## src/rtl/cache_pkg.sv

```systemverilog
// Shared widths, state encoding and helper for the write-back cache controller.
package cache_pkg;

    function automatic int log2(input int value);
        int result;
        result = 0;
        for (int v = value - 1; v > 0; v = v >> 1) begin
            result = result + 1;
        end
        return result;
    endfunction

    localparam int DEF_ADDR_WIDTH   = 28;
    localparam int DEF_DATA_WIDTH   = 32;
    localparam int DEF_BLOCK_SIZE   = 256;
    localparam int DEF_CACHE_SIZE   = 65536;
    localparam int DEF_OFFSET_WIDTH = log2(DEF_BLOCK_SIZE / DEF_DATA_WIDTH);
    localparam int DEF_INDEX_WIDTH  = log2(DEF_CACHE_SIZE * 8 / DEF_BLOCK_SIZE);
    localparam int DEF_TAG_WIDTH    = DEF_ADDR_WIDTH - DEF_INDEX_WIDTH - DEF_OFFSET_WIDTH;
    localparam int DEF_BADDR_WIDTH  = DEF_ADDR_WIDTH - DEF_OFFSET_WIDTH;

    typedef enum logic [2:0] {
        ST_IDLE      = 3'd0,
        ST_COMPARE   = 3'd1,
        ST_WRITEBACK = 3'd2,
        ST_ALLOCATE  = 3'd3,
        ST_REFILL    = 3'd4
    } state_t;

endpackage

```

## src/rtl/cache_word_merge.sv

```systemverilog
// Word select (reads) and single-word replace (writes) within one cache line.
module cache_word_merge #(
    parameter int DATA_WIDTH   = 32,
    parameter int BLOCK_SIZE   = 256,
    parameter int OFFSET_WIDTH = 3
) (
    input  logic [BLOCK_SIZE-1:0]   line,
    input  logic [OFFSET_WIDTH-1:0] offset,
    input  logic [DATA_WIDTH-1:0]   wdata,
    output logic [DATA_WIDTH-1:0]   word,
    output logic [BLOCK_SIZE-1:0]   merged
);
    localparam int WORDS = BLOCK_SIZE / DATA_WIDTH;

    logic [DATA_WIDTH-1:0] words [WORDS];

    generate
        for (genvar gi = 0; gi < WORDS; gi++) begin : g_word
            assign words[gi] = line[gi*DATA_WIDTH +: DATA_WIDTH];
            assign merged[gi*DATA_WIDTH +: DATA_WIDTH] =
                (offset == OFFSET_WIDTH'(gi)) ? wdata : line[gi*DATA_WIDTH +: DATA_WIDTH];
        end
    endgenerate

    assign word = words[offset];

endmodule

```

## src/rtl/cache_controller.sv

```systemverilog
// Direct-mapped write-back cache controller: hit service, dirty writeback, refill.
module cache_controller
    import cache_pkg::*;
#(
    parameter int ADDR_WIDTH = 28,
    parameter int DATA_WIDTH = 32,
    parameter int BLOCK_SIZE = 256,
    parameter int CACHE_SIZE = 65536
) (
    input  logic                    clk,
    input  logic                    rst,
    input  logic                    cpu_rd,
    input  logic                    cpu_wr,
    input  logic [ADDR_WIDTH-1:0]   cpu_addr,
    input  logic [DATA_WIDTH-1:0]   cpu_wdata,
    output logic [DATA_WIDTH-1:0]   cpu_rdata,
    output logic                    cpu_ready,
    output logic [ADDR_WIDTH-1:0]   cache_addr,
    output logic [BLOCK_SIZE-1:0]   cache_data_write,
    output logic                    cache_dirty_write,
    output logic                    cache_write_en,
    input  logic [BLOCK_SIZE-1:0]   cache_data_read,
    input  logic                    cache_dirty_read,
    input  logic                    cache_hit,
    input  logic [14:0]             cache_replace_tag,
    output logic                    mem_rd,
    output logic                    mem_wr,
    output logic [ADDR_WIDTH-log2(BLOCK_SIZE/DATA_WIDTH)-1:0] mem_addr,
    output logic [BLOCK_SIZE-1:0]   mem_wdata,
    input  logic [BLOCK_SIZE-1:0]   mem_rdata,
    input  logic                    mem_ready,
    output logic [31:0]             hit_count,
    output logic [31:0]             miss_count
);
    localparam int OFFSET_WIDTH = log2(BLOCK_SIZE / DATA_WIDTH);
    localparam int INDEX_WIDTH  = log2(CACHE_SIZE * 8 / BLOCK_SIZE);
    localparam int TAG_WIDTH    = ADDR_WIDTH - INDEX_WIDTH - OFFSET_WIDTH;

    state_t                  state_reg;
    logic [ADDR_WIDTH-1:0]   addr_reg;
    logic [DATA_WIDTH-1:0]   wdata_reg;
    logic                    wr_reg;
    logic                    refilled_reg;

    logic [OFFSET_WIDTH-1:0] offset;
    logic [INDEX_WIDTH-1:0]  index;
    logic [DATA_WIDTH-1:0]   sel_word;
    logic [BLOCK_SIZE-1:0]   merged_line;
    logic                    unused_tag_bits;

    assign offset          = addr_reg[OFFSET_WIDTH-1:0];
    assign index           = addr_reg[OFFSET_WIDTH +: INDEX_WIDTH];
    assign cache_addr      = addr_reg;
    assign unused_tag_bits = ^cache_replace_tag[14:TAG_WIDTH];

    cache_word_merge #(
        .DATA_WIDTH  (DATA_WIDTH),
        .BLOCK_SIZE  (BLOCK_SIZE),
        .OFFSET_WIDTH(OFFSET_WIDTH)
    ) u_merge (
        .line  (cache_data_read),
        .offset(offset),
        .wdata (wdata_reg),
        .word  (sel_word),
        .merged(merged_line)
    );

    always_ff @(posedge clk or posedge rst) begin
        if (rst) begin
            state_reg         <= ST_IDLE;
            addr_reg          <= '0;
            wdata_reg         <= '0;
            wr_reg            <= 1'b0;
            refilled_reg      <= 1'b0;
            cpu_rdata         <= '0;
            cpu_ready         <= 1'b0;
            cache_data_write  <= '0;
            cache_dirty_write <= 1'b0;
            cache_write_en    <= 1'b0;
            mem_rd            <= 1'b0;
            mem_wr            <= 1'b0;
            mem_addr          <= '0;
            mem_wdata         <= '0;
            hit_count         <= '0;
            miss_count        <= '0;
        end else begin
            cpu_ready      <= 1'b0;
            cache_write_en <= 1'b0;
            case (state_reg)
                ST_IDLE: begin
                    if (cpu_rd || cpu_wr) begin
                        addr_reg     <= cpu_addr;
                        wdata_reg    <= cpu_wdata;
                        wr_reg       <= cpu_wr;
                        refilled_reg <= 1'b0;
                        state_reg    <= ST_COMPARE;
                    end
                end
                ST_COMPARE: begin
                    if (cache_hit) begin
                        cpu_ready <= 1'b1;
                        if (wr_reg) begin
                            cache_write_en    <= 1'b1;
                            cache_data_write  <= merged_line;
                            cache_dirty_write <= 1'b1;
                        end else begin
                            cpu_rdata <= sel_word;
                        end
                        // The compare that follows a refill finishes a miss, not a hit.
                        if (!refilled_reg && hit_count != '1) begin
                            hit_count <= hit_count + 32'd1;
                        end
                        state_reg <= ST_IDLE;
                    end else begin
                        if (!refilled_reg && miss_count != '1) begin
                            miss_count <= miss_count + 32'd1;
                        end
                        if (cache_dirty_read) begin
                            mem_wr    <= 1'b1;
                            mem_addr  <= {cache_replace_tag[TAG_WIDTH-1:0], index};
                            mem_wdata <= cache_data_read;
                            state_reg <= ST_WRITEBACK;
                        end else begin
                            mem_rd    <= 1'b1;
                            mem_addr  <= addr_reg[ADDR_WIDTH-1:OFFSET_WIDTH];
                            state_reg <= ST_ALLOCATE;
                        end
                    end
                end
                ST_WRITEBACK: begin
                    if (mem_ready) begin
                        mem_wr    <= 1'b0;
                        mem_rd    <= 1'b1;
                        mem_addr  <= addr_reg[ADDR_WIDTH-1:OFFSET_WIDTH];
                        state_reg <= ST_ALLOCATE;
                    end
                end
                ST_ALLOCATE: begin
                    // cache_data_write doubles as the fill register for the refill write.
                    if (mem_ready) begin
                        mem_rd            <= 1'b0;
                        cache_data_write  <= mem_rdata;
                        cache_dirty_write <= 1'b0;
                        cache_write_en    <= 1'b1;
                        state_reg         <= ST_REFILL;
                    end
                end
                ST_REFILL: begin
                    refilled_reg <= 1'b1;
                    state_reg    <= ST_COMPARE;
                end
                default: state_reg <= ST_IDLE;
            endcase
        end
    end

endmodule
```

## config.mk

```make
export PLATFORM = sky130hd
export DESIGN_NAME = cache_controller
export DESIGN_NICKNAME = d
export VERILOG_FILES = /design/src/rtl/cache_pkg.sv /design/src/rtl/cache_word_merge.sv /design/src/rtl/cache_controller.sv
export SDC_FILE = /design/constraint.sdc
export NUM_CORES = 2
export LEC_CHECK = 0
export CAP_MARGIN = 0
export CORE_AREA = 2 2 493 495
export DETAILED_ROUTE_END_ITERATION = 7
export DIE_AREA = 0 0 495 497
export GPL_TIMING_DRIVEN = 0
export SYNTH_ARGS = -nofsm -noshare
export SYNTH_HDL_FRONTEND = slang
export SYNTH_HIERARCHICAL = 1
export SYNTH_SLANG_ARGS = --single-unit
```

## constraint.sdc

```tcl
create_clock -name clk -period 49.6 [get_ports clk]
set_clock_uncertainty 0.15 [all_clocks]
set_input_delay 9.92 -clock clk [delete_from_list [all_inputs] [get_ports clk]]
set_output_delay 9.92 -clock clk [all_outputs]
set_load 0.02 [all_outputs]
```

==> flow_summary.ini <==
[outcome]
status = finished, violations left
violations = capacitance limit, slew limit

[worst_setup_path]
critPathMaxStageDelay_ns = 0.99
critPathMaxFanout = 11
crit_path_start_kind = primary input
worst-setup-path-type = primary input to register
cp_common_cell = clkbuf_1
worstPathArrival_ns = 13.60
cp_cell_sequence = clkdlybuf4s50_1, nor2_1, and3_1, clkbuf_1, clkbuf_1, buf_2, mux2_2
required_ns = 50.08
crit_slowest_cell = clkbuf_1
end_kind = register

[floorplan]
core_mm2 = 0.240
start_util_pct = 14.1
die_w_um = 495
chipHeight_um = 497
io_pins = 1260
num_rows = 180
dieArea_mm2 = 0.246

[detailed_routing]
firstDrtPassIters = 6
drtAntennaViolNets = 0
vias = 34700
viasPerCell = 4.36
wirelength_mm = 316
drc_errors = 0
drt_iter0_markers = 3454
wl_per_cell_um = 39.9

[synth]
yosysSeqAreaShare_pct = 51.8
synthFlopType = dfrtp_1
ys_warn_count = 6
synth_edf_count = 0
syn_area_mm2 = 0.0339
synth-seq-cells = 703
syn-instance-count = 3230
synth_top_area_share_pct = 51.8
synth_cell_types = 56
synthArstFlopShare_pct = 100
avgSynthCellArea_um2 = 10.5
netlist.top_cell.by_area = dfrtp_1
synthesis.nets = 3826
ys_top_cells_by_area = dfrtp_1 52%, mux2_2 19%, nand2_1 8.0%
synth_common_cells = 721 x nand2_1, 703 x dfrtp_1, 578 x mux2_2
yosys.cell_count.top_type = nand2_1

[power]
total_power_mw = 4.13
power_density_mw_per_mm2 = 76.1
ir_worst_vdd_v = 0.0000345
leakage_nw = 21.5

[grt]
grt_pass1_wl_mm = 392
antenna_found_initial = 185
grt_pass1_vias = 34500
grt-ovfl-total = 0
grt_usage_pct = 24.8
grt_max_degree = 116

[clocking]
cts.clk_slew.worst_paths_ns = 0.06
cts_made_buffers = 99
clock-sinks = 703
cts-resized-gates = 0
cts_tree = built
clockRootBuffer = clkbuf_16
ctsHtreeMaxLevel = 3
worst_skew_pair.late_latency_ns = 0.76
post_cts_buffers = 0
holdBufCountCts = 0
clockBufferDepth = 3

[timing]
max_freq_mhz = 76.2
rsz0062_at_grt = false
setup_viol = 0
fin_crit_sh_pct = 26.5
slew-limit-headroom_pct = -3.76
min_period_ns = 13.12
worst_slack_ns = 36.48
fin_tns_setup_ns = 0
maxSlewViolCount = 22
finalHoldViolCount = 0
worstMarginPinSlew_ns = 1.56

[place]
gp_congestion = 0.896
dp_hpwl_mm = 266
io_buffers = 1258
placed_area_mm2 = 0.0508
post-place-ws_ns = 35.51

[min_path]
hold_class = register to register

[final_layout]
design_area_mm2 = 0.0543
largestRegisters = cache_data_write (256), mem_wdata (256)
area_growth_syn_to_layout_pct = 60.0
final_nets = 5195
nFillCells = 26100
layout-drive-gt1-share_pct = 18.8

[run]
cap_violations = 2
[stage by stage]
step	cells	util, %	hold slack, ns
2_1_floorplan	3230	-	0.343
3_3_place_gp	7673	21.0	0.326
3_5_place_dp	7683	21.2	0.329
4_1_cts	7865	22.5	0.339
5_1_grt	7888	22.6	0.368
6_report	7941	22.6	0.340
[cell usage in the layout, fill, tap and decap left out, drive strengths merged, types with 58 or more instances in the layout]
| master | Yosys | layout |
|---|---|---|
| clkdlybuf4s50 | 0 | 1258 |
| nand2 | 721 | 721 |
| buf | 88 | 98 |
| o22ai | 58 | 58 |
| nor2 | 296 | 296 |
| clkbuf | 143 | 280 |
| mux2 | 613 | 613 |
| diode | 0 | 76 |
| dfrtp | 703 | 703 |
| a31oi | 256 | 256 |
[report_power, final]
part	internal, mW	total, mW	switching, mW
combinational	0.848	2.28	1.43
clock	0.434	0.756	0.321
sequential	0.842	1.10	0.258
[kinds of logic (layout without fill, tap and decap cells)]
| family | Yosys count | count (layout) | synth area share (%) |
|---|---|---|---|
| flops | 703 | 703 | 51.8 |
| mux | 638 | 638 | 21.4 |
| compound gates | 410 | 410 | 7.79 |
| simple gates | 1173 | 1173 | 14.1 |
| buf+inv | 242 | 1692 | 3.18 |
| other cells | 0 | 76 | 0 |
| fa+ha+maj | 2 | 2 | 0.0737 |
| xor+xnor | 62 | 62 | 1.60 |
[critical path: cells and delay by family]
family	cells	cell delay [ns]
buffers and inverters	4	2.37
multiplexers	1	0.39
AND/OR/NAND/NOR	2	0.88
[final cells by class]
type                            instances  area, um^2  share of cell area, %
Antenna cell                           76         190                  0.350
Clock inverter                         45         490                  0.903
Clock buffer                          137        2850                   5.25
Buffer                                231        1050                   1.94
Timing Repair Buffer                 1268       12800                   23.6
Tap cell                             3185        3990                   7.34
Multi-Input combinational cell       2285       15300                   28.1
Sequential cell                       703       17600                   32.4
Inverter                               11        48.8                 0.0898
[final timing paths]
path                       slack [ns]              to           from  depth (start not counted)
max                             36.48  mem_wdata[105]      cache_hit                          7
min                              0.34    hit_count[7]   hit_count[7]                          1
max reg2reg                     45.69   cpu_rdata[20]  cache_addr[0]                          7
min reg2reg                      0.34    hit_count[7]   hit_count[7]                          1
max in group asynchronous       37.87  mem_wdata[105]            rst                          5
min in group asynchronous        9.32  mem_wdata[248]            rst                          2
[metal layers]
layer	global-route usage (%)	routed length, um	vias to the layer above
li1	-	-	14200
met1	30.8	130000	17600
met2	36.8	134000	2280
met3	10.4	35300	545
met4	12.0	17000	88
met5	0	543	-
Power figures use the tool's default switching activity.
